===== config.mk =====
export PLATFORM = sky130hd
export DESIGN_NAME = maze_solver
export DESIGN_NICKNAME = d
export VERILOG_FILES = /design/src/rtl/maze_solver.sv
export SDC_FILE = /design/constraint.sdc
export NUM_CORES = 1
export LEC_CHECK = 0
export ABC_AREA = 1
export CORE_UTILIZATION = 58
export CTS_CLUSTER_SIZE = 40
export DETAILED_ROUTE_END_ITERATION = 16
export DONT_BUFFER_PORTS = 1
export GPL_TIMING_DRIVEN = 1
export PLACE_DENSITY = 0.74
export SETUP_SLACK_MARGIN = 0.15
export SLEW_MARGIN = 20
export SYNTH_ARGS = -nofsm -noshare
export SYNTH_HDL_FRONTEND = slang
export SYNTH_SLANG_ARGS = --single-unit

===== constraint.sdc =====
create_clock -name clk -period 8.55 [get_ports clk]
set_clock_uncertainty 0.05 [all_clocks]
set_input_delay 1.71 -clock clk [delete_from_list [all_inputs] [get_ports clk]]
set_output_delay 1.71 -clock clk [all_outputs]
set_load 0.1 [all_outputs]

===== src/rtl/maze_solver.sv =====
// Depth-first maze solver driving a 2^N x 2^N single-bit maze memory.
// It walks from (0,0) toward the far corner and marks each cell it enters.
// The move history is kept on a direction stack. After a successful solve,
// the stored path can be replayed one cell per cycle.
module maze_solver #(
    parameter int N = 4
) (
    input  logic         clk,
    input  logic         rst,
    input  logic         start,
    input  logic         run,
    output logic [N-1:0] x,
    output logic [N-1:0] y,
    output logic         D_in,
    output logic         RD,
    output logic         WR,
    output logic         init_maze,
    input  logic         D_out,
    output logic         done,
    output logic         fail,
    output logic         path_valid,
    output logic [N-1:0] path_x,
    output logic [N-1:0] path_y,
    output logic         path_last
);

    localparam int SPW   = 2*N + 1;
    localparam int DEPTH = 1 << (2*N);
    localparam logic [N-1:0]     CMAX    = '1;
    localparam logic [N-1:0]     C_ONE   = 1;
    localparam logic [SPW-1:0]   SP_ONE  = 1;
    localparam logic [2*N-1:0]   IDX_ONE = 1;

    typedef enum logic [3:0] {
        S_IDLE, S_INIT, S_CHK, S_MARK, S_PROBE, S_BACK, S_DONE, S_REPLAY, S_FAIL
    } state_t;

    state_t           state;
    logic [N-1:0]     cx, cy, rx, ry;
    logic [2:0]       d;
    logic [SPW-1:0]   sp, ri;
    logic [1:0]       stk [DEPTH];

    logic [N-1:0]     nx, ny, bx, by, sx, sy;
    logic             inb;
    logic [2*N-1:0]   sp_m1;
    logic [1:0]       pdir, rdir;

    // One N-bit step in direction dir (0:x+1, 1:y+1, 2:x-1, 3:y-1).
    function automatic logic [2*N-1:0] step_dir(input logic [N-1:0] px,
                                                input logic [N-1:0] py,
                                                input logic [1:0]   dir);
        logic [N-1:0] qx, qy;
        qx = px;
        qy = py;
        case (dir)
            2'd0:    qx = px + C_ONE;
            2'd1:    qy = py + C_ONE;
            2'd2:    qx = px - C_ONE;
            default: qy = py - C_ONE;
        endcase
        return {qx, qy};
    endfunction

    assign sp_m1 = sp[2*N-1:0] - IDX_ONE;
    assign pdir  = stk[sp_m1];
    assign rdir  = stk[ri[2*N-1:0]];

    // Neighbour under probe, the backtrack target and the next replay cell.
    // The bounds check uses the current cell, so a wrapped address is never issued.
    always_comb begin
        {nx, ny} = step_dir(cx, cy, d[1:0]);
        {bx, by} = step_dir(cx, cy, pdir ^ 2'd2);
        {sx, sy} = step_dir(rx, ry, rdir);
        case (d[1:0])
            2'd0:    inb = (cx != CMAX);
            2'd1:    inb = (cy != CMAX);
            2'd2:    inb = (cx != '0);
            default: inb = (cy != '0);
        endcase
    end

    // Memory strobes and address are decoded from the state. The address is 0 when idle.
    always_comb begin
        RD        = 1'b0;
        WR        = 1'b0;
        init_maze = 1'b0;
        x         = '0;
        y         = '0;
        case (state)
            S_INIT:  init_maze = 1'b1;
            S_CHK:   RD = 1'b1;
            S_MARK:  begin WR = 1'b1; x = cx; y = cy; end
            S_PROBE: if (inb) begin RD = 1'b1; x = nx; y = ny; end
            default: ;
        endcase
    end

    // Write data is only meaningful alongside WR. It is the visited mark.
    assign D_in = WR;

    // Status and replay outputs are decoded from the state register.
    always_comb begin
        done       = (state == S_DONE) || (state == S_REPLAY);
        fail       = (state == S_FAIL);
        path_valid = (state == S_REPLAY);
        path_x     = path_valid ? rx : '0;
        path_y     = path_valid ? ry : '0;
        path_last  = path_valid && (ri == sp);
    end

    // Direction stack push on a successful probe. The stack has no reset because sp qualifies it.
    always_ff @(posedge clk) begin
        if (state == S_PROBE && inb && !D_out)
            stk[sp[2*N-1:0]] <= d[1:0];
    end

    // Search / replay control FSM.
    always_ff @(posedge clk or negedge rst) begin
        if (!rst) begin
            state <= S_IDLE;
            cx    <= '0;
            cy    <= '0;
            rx    <= '0;
            ry    <= '0;
            d     <= '0;
            sp    <= '0;
            ri    <= '0;
        end else begin
            case (state)
                S_IDLE:  if (start) state <= S_INIT;
                S_INIT: begin
                    sp    <= '0;
                    cx    <= '0;
                    cy    <= '0;
                    d     <= '0;
                    state <= S_CHK;
                end
                S_CHK:   state <= D_out ? S_FAIL : S_MARK;
                S_MARK: begin
                    d     <= '0;
                    state <= (cx == CMAX && cy == CMAX) ? S_DONE : S_PROBE;
                end
                S_PROBE: begin
                    if (inb && !D_out) begin
                        sp    <= sp + SP_ONE;
                        cx    <= nx;
                        cy    <= ny;
                        state <= S_MARK;
                    end else begin
                        d <= d + 3'd1;
                        if (d == 3'd3) state <= S_BACK;
                    end
                end
                S_BACK: begin
                    if (sp == '0) begin
                        state <= S_FAIL;
                    end else begin
                        sp    <= sp - SP_ONE;
                        cx    <= bx;
                        cy    <= by;
                        d     <= {1'b0, pdir} + 3'd1;
                        state <= (pdir == 2'd3) ? S_BACK : S_PROBE;
                    end
                end
                S_DONE: begin
                    if (start) begin
                        state <= S_INIT;
                    end else if (run) begin
                        ri    <= '0;
                        rx    <= '0;
                        ry    <= '0;
                        state <= S_REPLAY;
                    end
                end
                S_REPLAY: begin
                    if (ri == sp) begin
                        state <= S_DONE;
                    end else begin
                        rx <= sx;
                        ry <= sy;
                        ri <= ri + SP_ONE;
                    end
                end
                S_FAIL:  if (start) state <= S_INIT;
                default: state <= S_IDLE;
            endcase
        end
    end

endmodule

==> impl_metrics.yaml <==
finish:
  area_growth_syn_to_layout_pct: 6.16
  drive_gt1_share_pct: 5.72
  nets: 3545
  n_antenna_cell: 0
  layout_commonest_cell: "nand2_1"
  final_cell_mix: "nand2_1, edfxtp_1, nor2_1"
logic_synthesis:
  ys_warn_count: 0
  syn_area_um2: 30900
  synthesis.nets: 3699
  synthCells: 3672
  synth-seq-area-share_pct: 53.0
  synth.distinct_cells: 53
  synth_ff_type: "edfxtp_1"
  syn_area_per_cell_um2: 8.43
  synth_edf_count: 512
  yosys_register_bits: 553
  async_flop_share_pct: 7.41
cts:
  cts_num_sinks: 553
  cts.reportedPaths.clkPinSlew_ns: 0.07
  cts_made_buffers: 58
  post-cts-setup-buffers: 0
  cts_tree: "built"
  cts_buffer_depth: 3
  clock_latency_ns: 0.64
  cts.htree.levels: 2
  cts-resized-gates: 0
  postCtsHoldBufs: 0
  root_buffer: "clkbuf_16"
run:
  maxCapViolations: 0
worst_setup_path:
  r2r-start: "sp[0]"
  worst_setup_path_end_kind: "output pin"
  worstPathCellList: "clkinv_1 > nand2_1 > o311ai_0 > nand2_1 > inv_1 > o21ai_2"
  arrival_ns: 3.70
  startpoint: "d[0]"
  critPathSlowestCell: "dfrtp_4"
  required_ns: 6.79
  cpPeakStageDelay_ns: 0.93
  path_max_fanout: 75
  start_kind: "register"
  crit_type: "reg -> out"
  cp_common_cell: "nand2_1"
place:
  routabilityCongestion: 0.956
  portBuffers: 0
  place_ws_ns: 3.29
  dp_hpwl_mm: 55.7
drt:
  drt_iter0_markers: 4492
  wl_per_cell_um: 22.9
  drc: 0
  wl_mm: 97.3
  antenna_left: 0
  num_vias: 27370
  vias_per_cell: 6.44
  dr.pass1.iters: 9
grt:
  antenna_found_initial: 1
  track_usage_pct: 35.8
  grt_util_met3_pct: 7.02
  use_met1_pct: 47.5
  grt_pass1_vias: 25441
  grt_pass1_wl_mm: 147
  grt_max_degree: 225
  top_usage_layer: "met2"
  grt_util_met2_pct: 54.8
  overflow: 0
sta:
  tightest_slew_ns: 1.18
  maxSlewHeadroom_pct: 21.3
  tns_ns: 0
  setup_viol: 0
  min_period_ns: 5.46
  maxSlewViolCount: 0
  fmax_ghz: 0.183
  setup_ws_ns: 3.09
  grt_setup_unrepaired: "false"
  fin_crit_sh_pct: 63.9
  timing_hold_violations_final: 0
die:
  fp.dieW_um: 233
  die_area_um2: 54300
  num_rows: 84
  coreArea_um2: 52700
  io_pins: 29
  start_util_pct: 58.8
  die_h_um: 233
outcome:
  status: "finished clean"
min_path:
  min_path_type: "reg -> reg"
  hold_start: "rx[2]"
pwr:
  vdd_ir_drop_max_mv: 0.258
  power.density_nw_per_um2: 367
  leakage_nw: 12.8
-- sequential cells by signal, summed over array words and instances, names as in the netlist --
register / cells
rx: 4
cx: 4
ry: 4
sp: 9
stk: 512
d: 3
cy: 4
ri: 9
state: 4
-- cell families after synthesis --
logic type      synth area share, %
compound gates                 14.5
xor+xnor                      0.983
fa+ha+maj                     0.938
buf+inv                        9.27
flops                          53.0
mux                          0.0323
simple gates                   21.3
-- path summary, 6_finish.rpt --
check | depth (start not counted) | slack (ns) | end
max | 6 | 3.09 | RD
min | 2 | 0.47 | rx[2]
max reg2reg | 17 | 3.10 | cx[2]
min reg2reg | 2 | 0.47 | rx[2]
max in group asynchronous | 0 | 7.63 | d[1]
min in group asynchronous | 0 | 0.71 | cy[3]
-- final cells by class --
| cell class | count | area [um2] |
|---|---|---|
| fill | 4312 | 19800 |
| sequential | 553 | 16400 |
| multi-input combinational | 2475 | 11800 |
| clock buffer | 67 | 1500 |
| inverter | 391 | 1480 |
| tap | 688 | 861 |
| clock inverter | 40 | 472 |
| timing repair buffer | 39 | 318 |
-- routing by layer --
| metal | routed length (um) | up-vias |
|---|---|---|
| li1 | - | 12127 |
| met3 | 12900 | 395 |
| met5 | 13 | - |
| met1 | 35800 | 12783 |
| met4 | 5640 | 2 |
| met2 | 43000 | 2063 |
-- synthesized netlist by cell type, drive strengths merged (5+ instances only) --
library cell / count / share of area, %
nor3: 10 / 0.16
edfxtp: 512 / 50
ha: 20 / 0.81
nor2: 489 / 6.0
o21ai: 397 / 6.4
xor2: 16 / 0.56
clkinv: 5 / 0.061
dfrtp: 41 / 3.3
clkbuf: 67 / 0.82
nand3: 343 / 5.6
o22ai: 25 / 0.51
xnor2: 14 / 0.42
nand2: 749 / 9.1
inv: 386 / 4.7
nand4: 8 / 0.16
a21oi: 246 / 4.0
o211ai: 129 / 3.1
buf: 186 / 3.7
-- worst max-delay path, delay by kind of cell, from the launching register on --
family,cells,cell delay [ns]
AND/OR/NAND/NOR,2,0.39
buffers and inverters,2,0.73
flip-flops,1,0.93
AO/OA/AOI/OAI,2,1.01
-- through the flow --
stage	power (W)	area [um2]	std cells	hold WS (ns)	util (%)
3_5_place_dp	0.00919	30900	4146	0.456	58.6
3_3_place_gp	0.00906	30900	4146	0.444	58.6
4_1_cts	0.0118	32800	4253	0.471	62.4
2_1_floorplan	0.00757	30900	3672	0.420	-
5_1_grt	0.0126	32800	4253	0.498	62.4
6_report	0.0121	32800	4253	0.474	62.4
-- report_power, final --
part / switching [W] / internal [W] / total (W)
Clock: 0.00110 / 0.00155 / 0.00265
Combinational: 0.00435 / 0.00155 / 0.00590
Sequential: 0.000318 / 0.00320 / 0.00351
Total: 0.00577 / 0.00630 / 0.0121
No activity file was read; power rests on OpenSTA's default activity.
